$ cat src/rtl/parameterized_updown_modulo_counter_if.sv
// Handshake bundle for the up/down modulo counter.
// Master drives control/data (clear, load, data_in, enable, up_dn,
// step, limit, clear_flags); slave returns count, tc, flags and
// the at_limit/at_zero compares.
interface parameterized_updown_modulo_counter_if #(
    parameter int WIDTH      = 8,
    parameter int STEP_WIDTH = 4
);
    logic                  clear;
    logic                  load;
    logic [WIDTH-1:0]      data_in;
    logic                  enable;
    logic                  up_dn;
    logic [STEP_WIDTH-1:0] step;
    logic [WIDTH-1:0]      limit;
    logic                  clear_flags;
    logic [WIDTH-1:0]      count;
    logic                  tc;
    logic                  ovf_flag;
    logic                  unf_flag;
    logic                  at_limit;
    logic                  at_zero;

    modport master (
        output clear, load, data_in, enable, up_dn,
        output step, limit, clear_flags,
        input  count, tc, ovf_flag, unf_flag,
        input  at_limit, at_zero
    );

    modport slave (
        input  clear, load, data_in, enable, up_dn,
        input  step, limit, clear_flags,
        output count, tc, ovf_flag, unf_flag,
        output at_limit, at_zero
    );
endinterface

$ cat src/rtl/parameterized_updown_modulo_counter.sv
// Loadable up/down counter, programmable step and modulo limit,
// wrap or saturate build. Ports: clk, rst_n (async active-low),
// bus (slave modport: controls in, count/tc/flags/compares out).
module parameterized_updown_modulo_counter #(
    parameter int WIDTH      = 8,
    parameter int STEP_WIDTH = 4,
    parameter int SATURATE   = 0
) (
    input  logic clk,
    input  logic rst_n,
    parameterized_updown_modulo_counter_if.slave bus
);
    localparam int W1 = WIDTH + 1;

    logic [WIDTH-1:0] r_count;
    logic             r_tc;
    logic             r_ovf;
    logic             r_unf;

    logic [W1-1:0] w_cnt;
    logic [W1-1:0] w_lim;
    logic [W1-1:0] w_lim_p1;
    logic [W1-1:0] w_step;
    logic [W1-1:0] w_s;
    logic [W1-1:0] w_din;
    logic [W1-1:0] w_load;
    logic [W1-1:0] w_sum;
    logic [W1-1:0] w_up_wrap;
    logic [W1-1:0] w_dn;
    logic [W1-1:0] w_dn_wrap;
    logic [W1-1:0] w_nxt;
    logic          w_ev_up;
    logic          w_ev_dn;
    logic          w_unused;

    // Everything is widened by one bit so sums never wrap.
    assign w_cnt    = {1'b0, r_count};
    assign w_lim    = {1'b0, bus.limit};
    assign w_din    = {1'b0, bus.data_in};
    assign w_lim_p1 = w_lim + {{WIDTH{1'b0}}, 1'b1};
    assign w_step   = {{(W1-STEP_WIDTH){1'b0}}, bus.step};

    assign w_s    = (w_step > w_lim) ? w_lim : w_step;
    assign w_load = (w_din > w_lim) ? w_lim : w_din;

    assign w_sum     = w_cnt + w_s;
    assign w_up_wrap = w_sum - w_lim_p1;
    assign w_dn      = w_cnt - w_s;
    assign w_dn_wrap = w_cnt + w_lim_p1 - w_s;

    always_comb begin
        w_nxt   = w_cnt;
        w_ev_up = 1'b0;
        w_ev_dn = 1'b0;
        if (bus.load) begin
            w_nxt = w_load;
        end else if (bus.enable) begin
            if (w_cnt > w_lim) begin
                // Limit was lowered under the count: pull back in range.
                w_nxt   = (SATURATE != 0) ? w_lim : '0;
                w_ev_up = 1'b1;
            end else if (w_s == '0) begin
                w_nxt = w_cnt;
            end else if (bus.up_dn) begin
                if (w_sum > w_lim) begin
                    w_nxt   = (SATURATE != 0) ? w_lim : w_up_wrap;
                    w_ev_up = 1'b1;
                end else begin
                    w_nxt = w_sum;
                end
            end else begin
                if (w_cnt < w_s) begin
                    w_nxt   = (SATURATE != 0) ? '0 : w_dn_wrap;
                    w_ev_dn = 1'b1;
                end else begin
                    w_nxt = w_dn;
                end
            end
        end
    end

    // The top bit of w_nxt is always zero once the range is resolved.
    assign w_unused = w_nxt[WIDTH];

    always_ff @(posedge clk or negedge rst_n) begin
        if (!rst_n) begin
            r_count <= '0;
            r_tc    <= 1'b0;
            r_ovf   <= 1'b0;
            r_unf   <= 1'b0;
        end else if (bus.clear) begin
            r_count <= '0;
            r_tc    <= 1'b0;
            r_ovf   <= 1'b0;
            r_unf   <= 1'b0;
        end else begin
            r_count <= w_nxt[WIDTH-1:0];
            r_tc    <= w_ev_up | w_ev_dn;
            // A flag set on this edge beats clear_flags.
            r_ovf   <= w_ev_up | (r_ovf & ~bus.clear_flags);
            r_unf   <= w_ev_dn | (r_unf & ~bus.clear_flags);
        end
    end

    assign bus.count    = r_count;
    assign bus.tc       = r_tc;
    assign bus.ovf_flag = r_ovf;
    assign bus.unf_flag = r_unf;
    assign bus.at_limit = (r_count == bus.limit);
    assign bus.at_zero  = (r_count == '0);
endmodule
$ cat src/flat_wrapper.sv
// flat-port wrapper written by rule: the top's interface ports become plain ports
module parameterized_updown_modulo_counter_flat 
#(
    parameter int WIDTH      = 8,
    parameter int STEP_WIDTH = 4,
    parameter int SATURATE   = 0
)
  (clk, rst_n, bus_clear, bus_load, bus_data_in, bus_enable, bus_up_dn, bus_step, bus_limit, bus_clear_flags, bus_count, bus_tc, bus_ovf_flag, bus_unf_flag, bus_at_limit, bus_at_zero);
  parameterized_updown_modulo_counter_if #(.WIDTH(WIDTH), .STEP_WIDTH(STEP_WIDTH)) bus_i ();
  input  logic clk;
  input  logic rst_n;
  input wire logic [$bits(bus_i.clear)-1:0] bus_clear;
  input wire logic [$bits(bus_i.load)-1:0] bus_load;
  input wire logic [$bits(bus_i.data_in)-1:0] bus_data_in;
  input wire logic [$bits(bus_i.enable)-1:0] bus_enable;
  input wire logic [$bits(bus_i.up_dn)-1:0] bus_up_dn;
  input wire logic [$bits(bus_i.step)-1:0] bus_step;
  input wire logic [$bits(bus_i.limit)-1:0] bus_limit;
  input wire logic [$bits(bus_i.clear_flags)-1:0] bus_clear_flags;
  output wire logic [$bits(bus_i.count)-1:0] bus_count;
  output wire logic [$bits(bus_i.tc)-1:0] bus_tc;
  output wire logic [$bits(bus_i.ovf_flag)-1:0] bus_ovf_flag;
  output wire logic [$bits(bus_i.unf_flag)-1:0] bus_unf_flag;
  output wire logic [$bits(bus_i.at_limit)-1:0] bus_at_limit;
  output wire logic [$bits(bus_i.at_zero)-1:0] bus_at_zero;
  assign bus_i.clear = bus_clear;
  assign bus_i.load = bus_load;
  assign bus_i.data_in = bus_data_in;
  assign bus_i.enable = bus_enable;
  assign bus_i.up_dn = bus_up_dn;
  assign bus_i.step = bus_step;
  assign bus_i.limit = bus_limit;
  assign bus_i.clear_flags = bus_clear_flags;
  assign bus_count = bus_i.count;
  assign bus_tc = bus_i.tc;
  assign bus_ovf_flag = bus_i.ovf_flag;
  assign bus_unf_flag = bus_i.unf_flag;
  assign bus_at_limit = bus_i.at_limit;
  assign bus_at_zero = bus_i.at_zero;
  parameterized_updown_modulo_counter #(.WIDTH(WIDTH), .STEP_WIDTH(STEP_WIDTH), .SATURATE(SATURATE)) u_core (.clk(clk), .rst_n(rst_n), .bus(bus_i));
endmodule
$ cat config.mk
export PLATFORM = sky130hd
export DESIGN_NAME = parameterized_updown_modulo_counter_flat
export DESIGN_NICKNAME = d
export VERILOG_FILES = /design/src/rtl/parameterized_updown_modulo_counter_if.sv /design/src/rtl/parameterized_updown_modulo_counter.sv /design/src/flat_wrapper.sv
export SDC_FILE = /design/constraint.sdc
export NUM_CORES = 1
export LEC_CHECK = 0
export CORE_MARGIN = 2
export CORE_UTILIZATION = 50
export DETAILED_ROUTE_END_ITERATION = 16
export DONT_BUFFER_PORTS = 1
export GPL_ROUTABILITY_DRIVEN = 0
export PLACE_DENSITY = 0.68
export SLEW_MARGIN = 15
export SYNTH_ARGS = -nofsm -noshare
export SYNTH_HDL_FRONTEND = slang
export SYNTH_SLANG_ARGS = --single-unit
$ cat constraint.sdc
create_clock -name clk -period 11.1 [get_ports clk]
set_input_delay 0.555 -clock clk [delete_from_list [all_inputs] [get_ports clk]]
set_output_delay 0.555 -clock clk [all_outputs]
set_load 0.01 [all_outputs]
==> results of run 1 <==
## cells in the final DEF (no fill, tap or decap), types with 3 or more instances in the layout
master,Yosys,layout
nor4_1,5,5
o21a_1,6,6
a21oi_1,30,30
mux2_2,9,9
dfrtp_1,11,11
nor3_1,9,9
or4_1,5,5
a32oi_1,3,3
fa_1,10,10
xor2_1,4,4
nand4_1,6,6
ha_1,60,60
o21ai_0,17,17
o211ai_1,6,6
nand2b_1,9,9
nand3_1,9,9
xnor2_1,24,24
o221ai_1,4,4
a211oi_1,8,8
conb_1,2,11
nor2_1,21,21
mux2i_1,8,8
clkbuf_8,0,3
nand2_1,24,24
inv_1,44,44
nor2b_1,4,4
o21bai_1,4,4
## state kept, by name (all words and copies together), names as in the netlist
name / count
u_core.bus.count: 8
u_core.bus.ovf_flag: 1
u_core.bus.tc: 1
u_core.bus.unf_flag: 1
## routing by layer
layer / vias up / share of wire (%) / routed length [um] / track usage, %
li1: 1417 / - / - / -
met1: 1344 / 45 / 4040 / 36.9
met2: 128 / 42 / 3790 / 39.3
met3: 19 / 9.4 / 844 / 5.37
met4: 0 / 3.3 / 294 / 9.99
met5: - / 0 / 0 / 0
## cells by family after synthesis
| group | share of synthesized area, % |
|---|---|
| other | 0.240 |
| xor gates and xnor gates | 8.57 |
| and+or+nand+nor | 16.2 |
| buffers and inverters | 6.29 |
| AOI/OAI and AO/OA | 23.1 |
| muxes | 6.29 |
| DFF | 8.81 |
| adders and majority gates | 30.4 |
## report_power, final
part | total, mW | internal [mW] | leakage (nW) | switching [mW]
sequential | 0.0679 | 0.0462 | 0.146 | 0.0217
clock | 0.0402 | 0.0247 | 0.0255 | 0.0155
combinational | 0.445 | 0.188 | 1.38 | 0.257
## worst max-delay path, delay by kind of cell
family / cells / cell delay (ns)
compound gates: 9 / 2.31
fa+ha+maj: 3 / 1.18
mux: 3 / 0.81
simple gates: 3 / 0.77
buf+inv: 2 / 0.35
## layout make-up
| cell class | count | area, sq um |
|---|---|---|
| Sequential cell | 11 | 275 |
| Tap cell | 75 | 93.8 |
| Inverter | 44 | 165 |
| Clock inverter | 1 | 5.00 |
| Clock buffer | 3 | 41.3 |
| Multi-Input combinational cell | 331 | 2690 |
| Fill cell | 572 | 2720 |
| Timing Repair Buffer | 1 | 10.0 |
## final timing paths
path                            depth (start not counted)                  end  slack (ns)
worst max-delay path                                   20  u_core.bus.count[4]        5.28
worst min-delay path                                    0  u_core.bus.unf_flag        0.01
worst max register to register                         14  u_core.bus.count[4]        6.43
worst min register to register                          2  u_core.bus.ovf_flag        0.61
max in group asynchronous                               1  u_core.bus.count[1]       10.22
min in group clk                                        1  u_core.bus.ovf_flag        0.37
## stage by stage
stage	hold WS (ns)	instance area (sq um)	power, mW
after floorplan	0.259	3160	0.393
after global placement	0.260	3220	0.497
after detailed placement	0.260	3220	0.499
after CTS	0.00654	3280	0.544
after global routing	0.00186	3280	0.605
final	0.00966	3280	0.553
==> impl_metrics.env, run 1 <==
export IMPL_outcome="finished, final reports clean"
export IMPL_fin_tns_setup_ns=0
export IMPL_crit_arrival_ns=5.97
export IMPL_drt_pass1_iter_count=5
export IMPL_maxSlewHeadroom_pct=33.8
export IMPL_grt_pass1_wl_mm=14.5
export IMPL_leakagePower_nw=1.55
export IMPL_crit_type="input port to register"
export IMPL_cts_sinks=11
export IMPL_fmax_mhz=172
export IMPL_antenna_found_initial=0
export IMPL_ys_ff_latch=11
export IMPL_die_x_um=83.0
export IMPL_hold_viol_final=0
export IMPL_grt_pass1_vias=2832
export IMPL_avgSynthCellArea_sq_um=8.13
export IMPL_crit_path_max_fanout=12
export IMPL_cts_tree="done"
export IMPL_clock_latency_ns=0.24
export IMPL_dr_first_iter_drc_count=219
export IMPL_synth_most_common_cell="ha_1"
export IMPL_mappedNetlistArea_sq_um=3120
export IMPL_yosysSeqAreaShare_pct=8.81
export IMPL_r2r_start="u_core.bus.count[1]"
export IMPL_vias=2908
export IMPL_hold_class="input port to asynchronous set/reset pin"
export IMPL_io_buffers=0
export IMPL_diodes=0
export IMPL_nets=489
export IMPL_slew_viol_final=0
export IMPL_drv_cap=0
export IMPL_hold_buffers=1
export IMPL_vdd_drop_max_v=0.000114
export IMPL_cts_buffers=3
export IMPL_placementRows=28
export IMPL_cts_max_level=1
export IMPL_die_y_um=83.0
export IMPL_synth_area_leaders="ha_1 (24%), dfrtp_1 (8.8%), xnor2_1 (6.7%), fa_1 (6.4%), inv_1 (5.3%)"
export IMPL_cts_resized=0
export IMPL_post_cts_buffers=0
export IMPL_fin_ws_ns=5.28
export IMPL_viasPerCell=6.24
export IMPL_wl_mm=8.97
export IMPL_antenna_left=0
export IMPL_startpoint="bus_limit[2]"
export IMPL_finalNonFillerCells=466
export IMPL_synth_edf_count=0
export IMPL_cts_root_buf="clkbuf_8"
export IMPL_ys_async_sr_fraction_pct=100
export IMPL_track_usage_pct=26.2
export IMPL_syn_inst=384
export IMPL_skew_ns=0.00677
export IMPL_wire_per_inst_um=19.2
export IMPL_worst_pin_slew_ns=0.993
export IMPL_area_growth_pct=4.89
export IMPL_ioPinCount=40
export IMPL_core_region_area_sq_um=5990
export IMPL_synth_top_area_share_pct=24.0
export IMPL_cpPeakStageDelay_ns=0.51
export IMPL_critPathLaunchType="input port"
export IMPL_crit_path_top_delay_cell="a211oi_1"
export IMPL_path_cells="inv_1, ha_1, o21ai_0, a21oi_1, o211ai_4, o21ai_0, inv_1, fa_1, nor2b_1, o221ai_1, mux2_2, a211oi_1, ha_1, nand4_1, a21oi_1, or4_1, a211o_1, mux2i_1, mux2_2, o221ai_1"
export IMPL_finalCritPeriodShare_pct=52.4
export IMPL_synth_commonest_cells="ha_1 (60), inv_1 (44), a21oi_1 (30), nand2_1 (24), xnor2_1 (24)"
export IMPL_yosysTopAreaCell="ha_1"
export IMPL_finalSetupViolCount=0
export IMPL_period_needed_ns=5.82
export IMPL_p_per_area_nw_per_um2=169
export IMPL_cts_clk_slew_worst_paths_ns=0.05
export IMPL_final_core_util_pct=54.7
export IMPL_synthFlopType="dfrtp_1"
export IMPL_rsz0062_at_grt="false"
export IMPL_drive_above_1_share_pct=5.88
export IMPL_initial_utilization_pct=52.1
export IMPL_dp_cells=461
export IMPL_worstPathRequired_ns=11.26
export IMPL_drc=0
export IMPL_ys_warn_count=0
export IMPL_clk_path_buf_depth=2
export IMPL_grt_ovfl_total=0
export IMPL_place_ws_ns=5.16
export IMPL_synth_distinct_cells=56
export IMPL_end_kind="register"
export IMPL_dieArea_sq_um=6890
export IMPL_grt_max_degree=13
export IMPL_hpwlAfterDp_mm=7.55
(Power assumes the default switching activity.)
==> inputs of run 2 (changes only) <==
Clock period 11.1 ns to 5.5 ns, I/O delays scaled along.
==> run 2 against run 1 <==
Against the previous run: via count is 1.2% higher; sequential share of layout area is 0.22 points lower; non-clock buffer count rose by 12; clock skew shrank 0.0019 ns; first-iteration DRC count shrank 5.5%; clock-buffer cell count unchanged; core utilization up 1.5 points; setup slack got worse by 4.9 ns; critical endpoint is now u_core.bus.count[1]; wire length increased by 2.3%; largest power group unchanged; critical path depth grew 1; total power rose by 110%.
==> impl_metrics.env, run 2 (synthesis gave the netlist of run 1 again) <==
export IMPL_outcome="finished, final reports clean"
export IMPL_hold_class="input port to register"
export IMPL_largest_reg_flops=8
export IMPL_area_growth_pct=7.77
export IMPL_cts_root_buf="clkbuf_8"
export IMPL_min_to="u_core.bus.unf_flag"
export IMPL_p_seq_share_pct=11.6
export IMPL_nets=501
export IMPL_cts_sinks=11
export IMPL_wire_per_inst_um=19.2
export IMPL_p_per_area_nw_per_um2=339
export IMPL_skew_ns=0.00491
export IMPL_antenna_left=0
export IMPL_intPower_uw=542
export IMPL_switching_power_uw=600
export IMPL_crit_type="input port to register"
export IMPL_worstHoldStart="bus_clear"
export IMPL_slew_viol_final=0
export IMPL_clk_path_buf_depth=2
export IMPL_pwr_share_comb_pct=81.3
export IMPL_finalCritPeriodShare_pct=92.3
export IMPL_r2r_end="u_core.bus.count[1]"
export IMPL_grt_pass1_wl_mm=14.7
export IMPL_worstPathRequired_ns=5.65
export IMPL_layout_common_cells="ha_1 (60), inv_1 (44), a21oi_1 (30)"
export IMPL_cts_max_level=1
export IMPL_vias=2943
export IMPL_place_ws_ns=0.196
export IMPL_viasPerCell=6.16
export IMPL_final_common_cell="ha_1"
export IMPL_grt_ovfl_total=0
export IMPL_critPathLaunchType="input port"
export IMPL_placementRows=28
export IMPL_rsz0062_at_grt="false"
export IMPL_crit_arrival_ns=5.22
export IMPL_hold_viol_final=0
export IMPL_die_x_um=83.0
export IMPL_holdPathStages=1
export IMPL_reg2reg_slack_ns=1.06
export IMPL_r2r_start="u_core.bus.count[1]"
export IMPL_dr_first_iter_drc_count=207
export IMPL_ioPinCount=40
export IMPL_hpwlAfterDp_mm=7.59
export IMPL_maxSlewHeadroom_pct=47.8
export IMPL_drc=0
export IMPL_wl_mm=9.18
export IMPL_leakagePower_nw=1.60
export IMPL_worst_pin_slew_ns=0.778
export IMPL_clock_latency_ns=0.24
export IMPL_track_usage_pct=26.7
export IMPL_dpl_cell_area_sq_um=3310
export IMPL_startpoint="bus_limit[3]"
export IMPL_cts_clk_slew_worst_paths_ns=0.05
export IMPL_period_needed_ns=5.07
export IMPL_grt_pass1_vias=2896
export IMPL_swShare_pct=52.6
export IMPL_crit_path_max_fanout=12
export IMPL_drive_above_1_share_pct=8.68
export IMPL_finalSetupViolCount=0
export IMPL_initial_utilization_pct=52.1
export IMPL_core_region_area_sq_um=5990
export IMPL_postLayoutCellArea_sq_um=3370
export IMPL_reg2reg_depth=14
export IMPL_cts_buffers=3
export IMPL_antenna_found_initial=0
export IMPL_drt_pass1_iter_count=5
export IMPL_fmax_mhz=197
export IMPL_dieArea_sq_um=6890
export IMPL_vdd_drop_max_v=0.000222
export IMPL_grt_max_degree=13
export IMPL_fin_ws_ns=0.426
export IMPL_fin_tns_setup_ns=0
export IMPL_io_buffers=0
export IMPL_diodes=0
export IMPL_drv_cap=0
export IMPL_p_clk_share_pct=7.1
export IMPL_end_kind="register"
export IMPL_die_y_um=83.0
export IMPL_cts_tree="done"
## run 2: power groups by stage
stage	combinational (mW)	sequential, mW	clock, mW
6_report	0.928	0.133	0.0807
5_1_grt	1.02	0.134	0.0852
4_1_cts	0.909	0.133	0.0824
3_5_place_dp	0.897	0.134	0
3_3_place_gp	0.891	0.134	0
2_1_floorplan	0.674	0.120	0
## run 2: worst max path at each step
stage,endpoint,slack (ns),cells past startpoint
after global routing,u_core.bus.count[1],0.11,21
after floorplan,u_core.bus.count[0],0.28,23
after global placement,u_core.bus.count[4],0.39,21
final,u_core.bus.count[1],0.43,21
after CTS,u_core.bus.count[1],0.44,21
after detailed placement,u_core.bus.count[1],0.20,21
## run 2: repair_timing
item                                   CTS  global route
resized for setup                        0             0
endpoints found under the hold margin   11             0
setup buffers                            0             0
hold buffers                             1             0
## run 2: final cells by class
| cell class | instances | area [sq um] |
|---|---|---|
| clock buffer | 3 | 41.3 |
| clock inverter | 1 | 5.00 |
| fill | 583 | 2630 |
| inverter | 44 | 165 |
| multi-input combinational | 331 | 2690 |
| sequential | 11 | 275 |
| tap | 75 | 93.8 |
| timing repair buffer | 13 | 100 |
## run 2: through the flow
step	instances	util, %	hold slack, ns	power (mW)
after global routing	478	56.2	0.0913	1.24
final	478	56.2	0.0983	1.14
after detailed placement	473	55.2	-0.0203	1.03
after floorplan	393	-	-0.0206	0.794
after CTS	478	56.2	0.0925	1.12
after global placement	473	55.2	-0.0203	1.03
## run 2: worst max-delay path: stages
cell	delay, ns
inv_1	0.04
ha_1	0.30
o21ai_0	0.09
a21oi_1	0.21
o211ai_4	0.10
o21ai_0	0.40
ha_1	0.29
inv_1	0.06
fa_1	0.40
nor2b_1	0.17
o221ai_1	0.17
mux2_2	0.30
a211oi_1	0.34
ha_1	0.31
nand4_1	0.11
a21oi_1	0.05
or4_1	0.47
a211o_1	0.44
mux2i_1	0.18
mux2_2	0.30
o221ai_1	0.19
## run 2: layer usage
| layer | vias up | global-route usage, % | wire (um) |
|---|---|---|---|
| met3 | 14 | 4.47 | 807 |
| met1 | 1375 | 39.0 | 4240 |
| met2 | 119 | 40.7 | 3940 |
| met5 | - | 0 | 0 |
| li1 | 1435 | - | - |
| met4 | 0 | 6.56 | 186 |
